<file path="src/rtl/program_loader.sv">
// Framed byte-stream loader: count, {opcode,operand} pairs, checksum -> 16-bit program RAM writes.
// One RAM write per word, one cycle after its low byte; ready drops only for that write cycle.
module program_loader #(
  parameter int ADDR_WIDTH = 4
) (
  input  logic                  i_clock,
  input  logic                  i_reset_n,
  input  logic                  i_start,
  input  logic [7:0]            i_byte,
  input  logic                  i_byte_valid,
  output logic                  o_byte_ready,
  output logic                  o_program_mode,
  output logic [ADDR_WIDTH-1:0] o_program_address,
  output logic [15:0]           o_program_data,
  output logic                  o_write_enable,
  output logic                  o_cpu_reset,
  output logic                  o_done,
  output logic                  o_error
);

  localparam int          CW    = ADDR_WIDTH + 1;
  localparam int unsigned DEPTH = 2 ** ADDR_WIDTH;

  typedef enum logic [2:0] {
    IDLE, COUNT, HI, LO, WRITE, CHECK, DONE, ERROR
  } state_t;

  state_t        state;
  logic [CW-1:0] remaining;
  logic [7:0]    sum;
  logic [7:0]    sum_next;
  logic          accept;
  logic          count_bad;

  assign accept    = i_byte_valid && o_byte_ready;
  assign sum_next  = sum + i_byte;
  // A full-depth frame (N == DEPTH) is legal; anything larger cannot fit.
  assign count_bad = (i_byte == 8'd0) || (32'(i_byte) > DEPTH);

  always_ff @(posedge i_clock or negedge i_reset_n) begin
    if (!i_reset_n) begin
      state             <= IDLE;
      remaining         <= '0;
      sum               <= '0;
      o_byte_ready      <= 1'b0;
      o_program_mode    <= 1'b0;
      o_program_address <= '0;
      o_program_data    <= '0;
      o_write_enable    <= 1'b0;
      o_cpu_reset       <= 1'b0;
      o_done            <= 1'b0;
      o_error           <= 1'b0;
    end else begin
      o_write_enable <= 1'b0;
      case (state)
        IDLE, DONE, ERROR: begin
          // The CPU reset pulse after a good load lasts exactly the first DONE cycle.
          if (state == DONE) o_cpu_reset <= 1'b0;
          if (i_start) begin
            state             <= COUNT;
            o_done            <= 1'b0;
            o_error           <= 1'b0;
            o_program_address <= '0;
            sum               <= '0;
            o_program_mode    <= 1'b1;
            o_cpu_reset       <= 1'b1;
            o_byte_ready      <= 1'b1;
          end
        end
        COUNT: begin
          if (accept) begin
            sum <= sum_next;
            if (count_bad) begin
              state        <= ERROR;
              o_error      <= 1'b1;
              o_byte_ready <= 1'b0;
            end else begin
              remaining <= CW'(i_byte);
              state     <= HI;
            end
          end
        end
        HI: begin
          if (accept) begin
            sum                  <= sum_next;
            o_program_data[15:8] <= i_byte;
            state                <= LO;
          end
        end
        LO: begin
          if (accept) begin
            sum                 <= sum_next;
            o_program_data[7:0] <= i_byte;
            o_byte_ready        <= 1'b0;
            o_write_enable      <= 1'b1;
            state               <= WRITE;
          end
        end
        WRITE: begin
          // Address advances after the strobe, so it wraps to 0 only once CHECK is reached.
          o_program_address <= o_program_address + ADDR_WIDTH'(1);
          remaining         <= remaining - CW'(1);
          o_byte_ready      <= 1'b1;
          state             <= (remaining == CW'(1)) ? CHECK : HI;
        end
        CHECK: begin
          if (accept) begin
            sum          <= sum_next;
            o_byte_ready <= 1'b0;
            if (sum_next == 8'd0) begin
              state          <= DONE;
              o_done         <= 1'b1;
              o_program_mode <= 1'b0;
            end else begin
              // Program mode and CPU reset stay asserted so a corrupt image never runs.
              state   <= ERROR;
              o_error <= 1'b1;
            end
          end
        end
        default: state <= IDLE;
      endcase
    end
  end

endmodule
</file>
<file path="config.mk">
export PLATFORM = sky130hd
export DESIGN_NAME = program_loader
export DESIGN_NICKNAME = d
export VERILOG_FILES = /design/src/rtl/program_loader.sv
export SDC_FILE = /design/constraint.sdc
export NUM_CORES = 1
export LEC_CHECK = 0
export ABC_AREA = 1
export CAP_MARGIN = 10
export CORE_AREA = 2 2 75 77
export CTS_CLUSTER_DIAMETER = 40
export DETAILED_ROUTE_END_ITERATION = 8
export DIE_AREA = 0 0 77 79
export HOLD_SLACK_MARGIN = 0.05
export PLACE_DENSITY = 0.69
export SETUP_SLACK_MARGIN = 0.4
export SYNTH_ARGS = -nofsm -noshare
export SYNTH_HDL_FRONTEND = slang
export SYNTH_SLANG_ARGS = --single-unit
</file>
<file path="constraint.sdc">
create_clock -name i_clock -period 2.4 [get_ports i_clock]
set_input_delay 0.72 -clock i_clock [delete_from_list [all_inputs] [get_ports i_clock]]
set_output_delay 0.72 -clock i_clock [all_outputs]
set_load 0.02 [all_outputs]
</file>
-- Word level (Yosys, flattened, before mapping)
Index checks and enable logic that the tools add are counted.
- bits in registers: 42
- bits in latches: 0
- RAM bits: 0
- bits in read-only memories: 0
- bits of input ports: 12
- output and inout port bits: 26
- word-level logic and storage cells: 98
- memories kept: 0
- add/subtract/negate cells: 3
- $mul: 0
- divide/modulo/power cells: 0
- order comparisons: 1
- equality and inequality tests: 19
- shift-type cells: 0
- mux-type cells: 38
- bitwise operators: 0
- reduce and logical (&&, ||, !) cells: 25
- operators with widths (kind ; count):
    2-to-1 mux 3 bit ; 7
    2-to-1 mux 1 bit ; 18
    inequality test 2 bit, second input constant ; 9
    case mux 3 bit (6 select lines) ; 1
    logical NOT 8 bit ; 2
    2-to-1 mux 8 bit ; 2
    case mux 8 bit (2 select lines) ; 1
    == test 3 bit, second input constant ; 4
    2-to-1 mux 5 bit ; 2
    case mux 5 bit (2 select lines) ; 1
    AND reduction 5 bit ; 2
    nonzero test 2 bit ; 5
    adder 8 bit ; 1
    greater-than comparator 8 x 5 -> 1 bit, second input constant ; 1
    case mux 4 bit (2 select lines) ; 1
    AND reduction 2 bit ; 4
    == test 3 x 2 -> 1 bit, second input constant ; 2
    AND reduction 3 bit ; 2
    AND reduction 6 bit ; 1
    == test 5 x 1 -> 1 bit, second input constant ; 1
    subtractor 5 x 1 -> 5 bit, second input constant ; 1
    adder 4 x 1 -> 4 bit, second input constant ; 1
    2-to-1 mux 4 bit ; 1
    inequality test 2 x 1 -> 1 bit, second input constant ; 2
    other kinds (13) ; 14

-- Longest topological paths before layout
Gate-level depths: netlist (run 1).
- depth after elaboration: 5
- depth in mapped cells: 14
- gate-level depth less buffers: 14

-- Least setup slack after synthesis (run 1)
OpenSTA, ideal clock, no wires.
- kind: input to register
- from: input i_byte[0]
- to: register o_done
- setup time: 0.117 ns
- data arrival time: 2.106 ns
- required time: 2.283 ns
- setup slack: 0.177 ns
- stages: 14
- buffers on the path: 0
- cell sequence: ha_1 > fa_1 > nand2_1 > nand2_1 > nand2_1 > nand2_1 > nand2_1 > nand3_1 > nor2_1 > nand2_1 > nand2_2 > nand2_1 > nand2_1 > nand2_1
- cells in the longest elaborated chain, start to end: 4
- ends and longest elaborated chain (element ; line ; RTL):
    from (decl) ; 9 ; input logic [7:0] i_byte,
    adder 8 bit ; 36 ; assign sum_next = sum + i_byte;
    logical NOT 8 bit ; 110 ; if (sum_next == 8'd0) begin
    inequality test 2 bit (no line) ; n/a ;
    AND reduction 4 bit (no line) ; n/a ;
    to (signal assigned) ; 51 ; o_done <= 1'b0;
    to (signal assigned) ; 61 ; o_done <= 1'b0;
    to (signal assigned) ; 112 ; o_done <= 1'b1;
    to (decl) ; 17 ; output logic o_done,
Every way passes these cells.
A chain may end at the register's enable or synchronous reset.

-- Worst setup path in the final report (run 1)
- from: register o_program_data[9]
- to: output o_program_data[9]
- RTL lines (element ; line ; RTL):
    from (decl) ; 14 ; output logic [15:0] o_program_data,
    from (signal assigned) ; 86 ; o_program_data[15:8] <= i_byte;
No word-level cell between the ends.

==> impl_metrics.py, run 1 <==
metrics = {
    "timing": {
        "period_share_pct": 82.2,
        "hold_viol_final": 0,
        "setup_viol": 0,
        "worst_pin_slew_ns": 0.527,
        "rsz0062_at_grt": "yes",
        "maxSlewViolCount": 0,
        "finalSetupTns_ns": 0,
        "fin_crit_ns": 1.97,
        "slew_headroom_pct": 64.9,
        "max_freq_mhz": 507,
        "skew_ns": 0.00913,
    },
    "yosys": {
        "syn_nets": 325,
        "ys_seq_elements": 42,
        "ys.flop_type": "dfrtp_1",
        "synthArstFlopShare_pct": 100,
        "synth_edf_count": 0,
        "syn_area_sq_um": 2390,
        "ys_seq_area_share_pct": 43.9,
        "synth_area_per_cell_sq_um": 7.92,
        "ys_types": 32,
        "ys_warn_count": 0,
        "synthCells": 302,
    },
    "clock_network": {
        "clk_path_buf_depth": 2,
        "clk_latency_ns": 0.30,
        "cts_max_level": 2,
        "hold_buffers": 0,
        "root_buffer": "clkbuf_8",
        "cts_tree": "yes",
        "cts_buffers": 5,
        "path_clk_slew_ns": 0.09,
        "cts_num_sinks": 42,
    },
    "global_route": {
        "grt_pass1_vias": 2144,
        "grt_max_degree": 23,
        "grt_pass1_wl_mm": 9.39,
        "grt_util_all_layers_pct": 19.4,
        "antenna_found_initial": 0,
        "grt_overflow": 0,
    },
    "critical_path": {
        "cpPeakStageDelay_ns": 0.60,
        "r2r-start": "sum[0]$_DFFE_PN0P_",
        "worstSetupStartpointType": "register",
        "crit_slowest_cell": "clkdlybuf4s50_1",
        "crit_type": "register to output port",
        "worstPathCellList": "clkdlybuf4s50_1",
        "r2r_slack_ns": 0.54,
        "critPathBufInv": 1,
        "cp_max_fo": 2,
        "worstSetupEndpointType": "output port",
        "critical_path_arrival_ns": 1.25,
        "r2r-end": "o_done$_DFFE_PN0P_",
        "reg2reg_depth": 14,
        "critPathRequiredTime_ns": 1.68,
        "critical-path-top-delay-family": "buffers and inverters",
    },
    "pwr": {
        "vdd_drop_max_mv": 0.664,
        "p_total_w": 0.00425,
        "total_leakage_power_nw": 1.78,
        "p_per_area_nw_per_um2": 1290,
    },
    "detailed_routing": {
        "first_iter_violations": 67,
        "vias": 2132,
        "wire_per_inst_um": 12.6,
        "viasPerCell": 4.86,
        "routed_wl_mm": 5.54,
        "drc_errors": 0,
        "dr.pass1.iters": 4,
        "ant_nets": 0,
    },
    "cells_and_area": {
        "fin_util_pct": 61.6,
        "stdcell_count": 439,
        "antenna-diode-count": 0,
        "drive_gt1_share_pct": 29.2,
        "fill_cells": 524,
        "fin_nets": 389,
        "syn_to_final_growth_pct": 37.4,
    },
    "placement": {
        "gp_congestion": 0.829,
        "portBuffers": 37,
        "dp_cells": 428,
        "dp_hpwl_mm": 4.08,
    },
    "flow_run": {
        "maxCapViolCount": 0,
    },
    "floorplanning": {
        "rows": 27,
        "die_w_um": 77,
        "design.portCount": 38,
        "dieArea_sq_um": 6080,
        "core_region_area_sq_um": 5340,
        "die_height_um": 79,
        "start_util_pct": 44.8,
    },
    "status": {
        "status": "completed",
    },
    "worst_hold_path": {
        "min_path_type": "input port to async pin",
    },
}
cell usage in the layout, fill, tap and decap left out, drive strengths merged, types with 4 or more instances in the layout:
master	synthesis	layout
nand2	87	87
inv	47	47
dfrtp	42	42
o21ai	33	33
nor2	31	31
buf	1	24
nand3	20	20
dlygate4sd2	0	13
dlymetal6s2s	0	12
clkbuf	1	12
a21oi	10	10
ha	10	10
a22o	4	4
clkdlybuf4s50	0	4
what timing repair did:
| item | 4_1_cts | 5_1_grt |
|---|---|---|
| pin swaps | 18 | 14 |
| gates resized for setup | 47 | 47 |
| endpoints found under the setup margin | 30 | 33 |
| buffers inserted | 3 | 0 |
| hold endpoints to repair | 0 | 0 |
power by group:
part	internal (W)	switching, W
sequential	0.00101	0.000217
clock	0.000205	0.000255
combinational	0.00106	0.00150
worst max path at each step:
| stage | from | end | cells after the start | slack (ns) |
|---|---|---|---|---|
| finish | o_program_data[9]$_DFFE_PN0P_ | o_program_data[9] | 1 | 0.43 |
| global route | i_byte[0] | o_done$_DFFE_PN0P_ | 15 | 0.34 |
| CTS | i_byte[0] | o_done$_DFFE_PN0P_ | 15 | 0.39 |
| detailed placement | i_byte[0] | o_program_mode$_DFFE_PN0P_ | 15 | -0.40 |
| global placement | i_byte[0] | o_program_mode$_DFFE_PN0P_ | 15 | -0.34 |
| floorplan | i_byte[0] | o_done$_DFFE_PN0P_ | 14 | 0.27 |
synth_stat cells (2+ instances only):
cell      instances  share of area (%)
o31ai_2           2                1.0
nand3_1          19                4.0
nand2_2           2               0.52
nand2_4           4                1.9
nor3_1            2               0.42
a22o_1            4                1.5
o21ai_1          14                2.9
dfrtp_1          42                 44
xor2_1            2               0.73
o21ai_0          18                3.8
nand2_1          81                 13
ha_1             10                5.2
nor2_1           25                3.9
nand3b_1          2               0.63
a21oi_1           9                1.9
inv_1            36                5.6
nor2_2            4                1.0
nor2_4            2               0.94
o211ai_1          2               0.63
inv_2             9                1.4
inv_4             2               0.52
cells by family after synthesis:
family	synth area share (%)
and+or+nand+nor	27.3
AOI/OAI and AO/OA	13.4
buffers and inverters	8.21
DFF	43.9
adders and majority gates	6.07
xor gates and xnor gates	1.10
registers in the layout, indices dropped and copies added (netlist names):
register and flops:
state 3, o_cpu_reset 1, remaining 5, o_error 1
o_byte_ready 1, o_done 1, sum 8, o_write_enable 1
o_program_address 4, o_program_data 16, o_program_mode 1
metal layers:
metal / vias up / share of wire [%] / GRT usage [%]
li1: 1095 / - / -
met1: 982 / 46 / 23.9
met2: 46 / 49 / 34.5
met3: 9 / 3.8 / 3.75
met4: 0 / 1.2 / 6.07
met5: - / 0 / 0
final cells by class:
cell class | instances | area, sq um | area share (%)
repair buffers | 59 | 536 | 16.3
inverters | 47 | 181 | 5.52
clock buffers | 6 | 72.6 | 2.21
clock inverters | 2 | 13.8 | 0.419
well taps | 72 | 90.1 | 2.74
flip-flops and latches | 42 | 1050 | 32.0
multi-input cells | 211 | 1340 | 40.9
per-stage QoR:
| stage | hold WS (ns) | setup WS (ns) | cell area, sq um |
|---|---|---|---|
| after floorplan | 0.424 | 0.274 | 2410 |
| after global placement | 0.458 | -0.337 | 3000 |
| after detailed placement | 0.461 | -0.403 | 3000 |
| after CTS | 0.397 | 0.385 | 3200 |
| after global routing | 0.421 | 0.343 | 3290 |
| final | 0.381 | 0.428 | 3290 |
Power figures use the tool's default switching activity.
==> inputs of run 2 (changes only) <==
==> constraint.sdc (replaced) <==
create_clock -name i_clock -period 1.9 [get_ports i_clock]
set_input_delay 0.57 -clock i_clock [delete_from_list [all_inputs] [get_ports i_clock]]
set_output_delay 0.57 -clock i_clock [all_outputs]
set_load 0.02 [all_outputs]
==> run 2 against run 1 <==
  * Total power grew 40%
  * Highest routed layer unchanged
  * Global-route usage up 1.5 points
  * Routed wire length increased by 16%
  * Die area stayed put
  * Final cell count up 4.6%
  * Register-to-register slack worse by 0.54 ns
  * First-iteration DRC count up 82%
  * Largest cell class unchanged
  * Critical path depth grew 11
  * Largest power group unchanged
  * Sequential share of layout area decreased by 1.8 points
  * Clock skew decreased by 0.0050 ns
==> impl_metrics.py, run 2 (same netlist as run 1, synthesis figures left out) <==
metrics = {
    "global_route": {
        "grt.busiest_layer": "met2",
        "grt_overflow": 0,
        "grt_use_met3_pct": 5.34,
        "grt_max_degree": 37,
        "antenna_found_initial": 0,
        "grt_pass1_vias": 2176,
        "grt_pass1_wl_mm": 10.1,
        "grt_util_all_layers_pct": 20.9,
        "met2_usage_pct": 36.4,
        "grtUsageMet1_pct": 26.0,
    },
    "clock_network": {
        "cts_max_level": 2,
        "cts_num_sinks": 42,
        "cts_buffers": 5,
        "hold_buffers": 0,
        "clk_path_buf_depth": 2,
        "cts_tree": "yes",
        "path_clk_slew_ns": 0.08,
        "root_buffer": "clkbuf_8",
        "clk_latency_ns": 0.30,
    },
    "cells_and_area": {
        "design_area_sq_um": 3500,
        "regMostFlops": "o_program_data",
        "layout_common_cells": "60 x nand2_1, 40 x dfrtp_1, 32 x inv_1",
        "drive_gt1_share_pct": 43.4,
        "antenna-diode-count": 0,
        "syn_to_final_growth_pct": 46.1,
        "final_common_cell": "nand2_1",
        "reg.largest.list": "o_program_data: 16 flops, sum: 8 flops, remaining: 5 flops",
        "fin_nets": 409,
        "largest_reg_flops": 16,
    },
    "timing": {
        "maxSlewViolCount": 0,
        "hold_viol_final": 0,
        "rsz0062_at_grt": "yes",
        "worst_pin_slew_ns": 0.297,
        "slew_headroom_pct": 80.2,
        "finalSetupTns_ns": 0,
        "setup_slack_ns": 0.00368,
        "holdWs_ns": 0.106,
        "fin_crit_ns": 1.90,
        "max_freq_mhz": 527,
        "skew_ns": 0.00417,
        "period_share_pct": 99.8,
        "setup_viol": 0,
    },
    "placement": {
        "post-place-ws_ns": -0.736,
        "portBuffers": 37,
        "dp_hpwl_mm": 4.22,
        "place_area_sq_um": 3090,
        "gp_congestion": 0.841,
    },
    "detailed_routing": {
        "wire_per_inst_um": 14.0,
        "first_iter_violations": 122,
        "ant_nets": 0,
        "dr.pass1.iters": 4,
        "vias": 2308,
        "drc_errors": 0,
        "viasPerCell": 5.03,
        "routed_wl_mm": 6.42,
    },
    "floorplanning": {
        "die_height_um": 79,
        "start_util_pct": 44.8,
        "rows": 27,
        "dieArea_sq_um": 6080,
        "design.portCount": 38,
        "die_w_um": 77,
        "core_region_area_sq_um": 5340,
    },
    "pwr": {
        "seq_power_share_pct": 26.1,
        "p_total_w": 0.00595,
        "vdd_drop_max_mv": 0.931,
        "pwr-share-clk_pct": 11.9,
        "switchingPower_w": 0.00278,
        "p_per_area_nw_per_um2": 1700,
        "p_comb_share_pct": 62.0,
        "power_switching_share_pct": 46.7,
        "total_leakage_power_nw": 1.77,
        "intPower_w": 0.00317,
    },
    "worst_hold_path": {
        "min_path_type": "input port to async pin",
    },
    "critical_path": {
        "critPathRequiredTime_ns": 2.10,
        "critical_path_arrival_ns": 2.09,
        "cp_max_fo": 3,
        "crit_type": "register to register",
        "reg2reg_depth": 12,
        "worstSetupEndpointType": "register",
        "worstSetupStartpointType": "register",
    },
    "flow_run": {
        "maxCapViolCount": 0,
    },
    "status": {
        "status": "completed",
    },
}
## run 2: changes by cell type in the layout (fill, tap and decap cells not counted), moves of 3 or more
cell	change
o21ai_1	+3
clkdlybuf4s50_1	-3
nor2_2	+4
nand2_1	-4
dlymetal6s2s_1	-12
inv_1	-3
buf_2	+27
buf_4	+10
dlygate4sd2_1	-12
nand2_4	+3
clkbuf_2	-4
nor2_1	-5
o21ai_0	-3
buf_6	+11
## run 2: cell type report
type | count | area, sq um
repair buffers | 78 | 612
well taps | 72 | 90.1
fillers | 465 | 1840
inverters | 47 | 194
flip-flops and latches | 42 | 1050
clock buffers | 7 | 76.3
clock inverters | 1 | 30.0
multi-input cells | 212 | 1440
## run 2: routing by layer
metal	up-vias	wire length, um
met1	1101	2690
met2	63	3320
met3	9	323
li1	1135	-
met5	-	0
met4	0	76
## run 2: power by group through the flow
| stage | clock network [W] | logic [W] | registers [W] |
|---|---|---|---|
| finish | 0.000711 | 0.00369 | 0.00155 |
| global route | 0.000751 | 0.00406 | 0.00161 |
| global placement | 0 | 0.00305 | 0.00156 |
| CTS | 0.000725 | 0.00325 | 0.00154 |
| detailed placement | 0 | 0.00312 | 0.00156 |
| floorplan | 0 | 0.00178 | 0.00180 |
## run 2: worst paths after layout
path                                                        from                                to  slack (ns)
worst max-delay path                          sum[0]$_DFFE_PN0P_                o_done$_DFFE_PN0P_       0.004
worst min-delay path                                   i_reset_n                sum[5]$_DFFE_PN0P_        0.11
worst max register to register                sum[0]$_DFFE_PN0P_                o_done$_DFFE_PN0P_       0.004
worst min register to register  o_program_address[3]$_DFFE_PN0P_  o_program_address[3]$_DFFE_PN0P_        0.47
max in group asynchronous                              i_reset_n              state[0]$_DFFE_PN0P_        1.35
min in group i_clock            o_program_address[3]$_DFFE_PN0P_  o_program_address[3]$_DFFE_PN0P_        0.47
## run 2: repair_timing
item | CTS | global route
endpoints found under the hold margin | 0 | 0
cloned | 2 | 0
endpoints found under the setup margin | 64 | 35
setup buffers | 5 | 13
pin swaps | 27 | 29
gates resized for setup | 177 | 47
## run 2: per-stage QoR
stage                     util, %  instances
after detailed placement     57.9        431
after global routing         65.5        459
final                        65.5        459
after global placement       57.9        431
after floorplan                 -        302
after CTS                    61.3        446
## run 2: worst max-delay path: stages (launching register included)
cell,delay [ns]
dfrtp_1,0.41
ha_4,0.18
fa_2,0.41
inv_1,0.08
nand2_1,0.07
nor2_2,0.13
nand3_2,0.10
nor2_4,0.11
nand2_2,0.07
nand2_4,0.07
nand2_2,0.05
nand2_1,0.06
nand2_1,0.04
==> inputs of run 3 (changes only) <==
==> constraint.sdc (replaced) <==
create_clock -name i_clock -period 2.3 [get_ports i_clock]
set_input_delay 0.69 -clock i_clock [delete_from_list [all_inputs] [get_ports i_clock]]
set_output_delay 0.69 -clock i_clock [all_outputs]
set_load 0.02 [all_outputs]
==> run 3 against run 2 <==
  * Die area did not move
  * Clock skew rose by 0.0041 ns
  * Clock power fell by 29%
  * Utilization fell by 5.4 points
==> impl_metrics.py, run 3 (same netlist as run 1, synthesis figures left out) <==
metrics = {
    "detailed_routing": {
        "viasPerCell": 4.98,
        "first_iter_violations": 87,
        "ant_nets": 0,
        "drc_errors": 0,
        "wire_per_inst_um": 13.2,
        "routed_wl_mm": 5.75,
        "vias": 2173,
        "dr.pass1.iters": 4,
    },
    "critical_path": {
        "r2r-start": "sum[0]$_DFFE_PN0P_",
        "worstSetupEndpointType": "register",
        "cp_max_fo": 3,
        "crit_slowest_cell": "fa_2",
        "r2r_slack_ns": 0.39,
        "worstSetupStartpointType": "input port",
        "crit_type": "input port to register",
        "r2r-end": "o_done$_DFFE_PN0P_",
        "reg2reg_depth": 11,
        "critical-path-top-delay-family": "simple AND/OR/NAND/NOR gates",
        "critPathBufInv": 1,
        "worstPathCellList": "buf_8 > ha_4 > fa_2 > xor2_2 > nor2_2 > nand3_2 > nor2_4 > nand2_2 > nand2_2 > nand2_2 > nand2_1 > nand2_1",
        "cp_common_cell": "nand2_2",
        "critical_path_arrival_ns": 2.16,
        "critPathRequiredTime_ns": 2.49,
        "cpPeakStageDelay_ns": 0.37,
    },
    "worst_hold_path": {
        "min_path_type": "input port to async pin",
    },
    "floorplanning": {
        "core_region_area_sq_um": 5340,
        "die_w_um": 77,
        "dieArea_sq_um": 6080,
        "die_height_um": 79,
        "start_util_pct": 44.8,
        "rows": 27,
        "design.portCount": 38,
    },
    "cells_and_area": {
        "stdcell_count": 436,
        "largest_reg_flops": 16,
        "regMostFlops": "o_program_data",
        "fin_nets": 386,
        "design_area_sq_um": 3210,
        "seq_area_sq_um": 1050,
        "reg.largest.list": "o_program_data: 16 flops, sum: 8 flops, remaining: 5 flops",
        "fill_cells": 502,
        "layout_common_cells": "72 x nand2_1, 42 x dfrtp_1, 34 x inv_1",
        "syn_to_final_growth_pct": 34.0,
        "multiInputGateArea_sq_um": 1310,
        "final_common_cell": "nand2_1",
        "drive_gt1_share_pct": 25.3,
        "fin_util_pct": 60.1,
        "antenna-diode-count": 0,
    },
    "timing": {
        "hold_viol_final": 0,
        "max_freq_mhz": 509,
        "setup_viol": 0,
        "rsz0062_at_grt": "yes",
        "skew_ns": 0.00829,
        "worst_pin_slew_ns": 0.479,
        "slew_headroom_pct": 68.0,
        "fin_crit_ns": 1.97,
        "maxSlewViolCount": 0,
        "period_share_pct": 85.4,
    },
    "global_route": {
        "grt_overflow": 0,
        "grt_util_all_layers_pct": 19.9,
        "grt_pass1_vias": 2147,
        "grt_pass1_wl_mm": 9.67,
        "grt_max_degree": 41,
        "antenna_found_initial": 0,
    },
    "placement": {
        "dp_cells": 427,
        "dp_hpwl_mm": 4.15,
        "portBuffers": 37,
        "place_area_sq_um": 3000,
        "gp_congestion": 0.848,
    },
    "clock_network": {
        "clk_path_buf_depth": 2,
        "hold_buffers": 0,
        "cts_max_level": 2,
        "clk_latency_ns": 0.30,
        "path_clk_slew_ns": 0.08,
        "cts_buffers": 5,
        "cts_num_sinks": 42,
        "cts_tree": "yes",
        "root_buffer": "clkbuf_8",
    },
    "flow_run": {
        "maxCapViolCount": 0,
    },
    "pwr": {
        "vdd_drop_max_mv": 0.745,
        "p_per_area_nw_per_um2": 1350,
        "total_leakage_power_nw": 1.66,
    },
    "status": {
        "status": "completed",
    },
}
## run 3: layout make-up
| type | count | area share (%) |
|---|---|---|
| Clock buffer | 6 | 2.58 |
| Multi-Input combinational cell | 211 | 40.9 |
| Timing Repair Buffer | 56 | 14.9 |
| Tap cell | 72 | 2.81 |
| Inverter | 47 | 5.66 |
| Clock inverter | 2 | 0.390 |
| Sequential cell | 42 | 32.8 |
## run 3: worst max-delay path by stage
stage | cells after the start | endpoint | startpoint
detailed placement | 15 | o_done$_DFFE_PN0P_ | i_byte[0]
global route | 15 | o_done$_DFFE_PN0P_ | i_byte[0]
CTS | 15 | o_done$_DFFE_PN0P_ | i_byte[0]
floorplan | 14 | o_done$_DFFE_PN0P_ | i_byte[0]
finish | 12 | o_done$_DFFE_PN0P_ | i_byte[0]
global placement | 15 | o_program_mode$_DFFE_PN0P_ | i_byte[0]
## run 3: report_power, final
part	switching [W]	internal (W)
sequential	0.000227	0.00106
combinational	0.00155	0.000977
clock	0.000261	0.000241
## run 3: stage by stage
| step | power [W] | hold slack (ns) | setup slack (ns) | TNS (ns) |
|---|---|---|---|---|
| after floorplan | 0.00291 | 0.394 | 0.204 | 0 |
| after global placement | 0.00371 | 0.459 | -0.403 | -2.67 |
| after detailed placement | 0.00376 | 0.466 | -0.450 | -2.96 |
| after CTS | 0.00427 | 0.180 | 0.297 | 0 |
| after global routing | 0.00469 | 0.173 | 0.248 | 0 |
| final | 0.00432 | 0.187 | 0.335 | 0 |
## run 3: layer usage
layer | global-route usage, % | up-vias | part of all wire (%)
met1 | 24.1 | 1003 | 44
met5 | 0 | - | 0
met2 | 35.5 | 59 | 49
met4 | 7.32 | 0 | 3.0
li1 | - | 1094 | -
met3 | 3.75 | 17 | 3.8
## run 3: repair_timing
item / in CTS / in global routing
buffers inserted: 0 / 1
pin swaps: 20 / 16
endpoints found under the setup margin: 44 / 13
resized for setup: 57 / 25
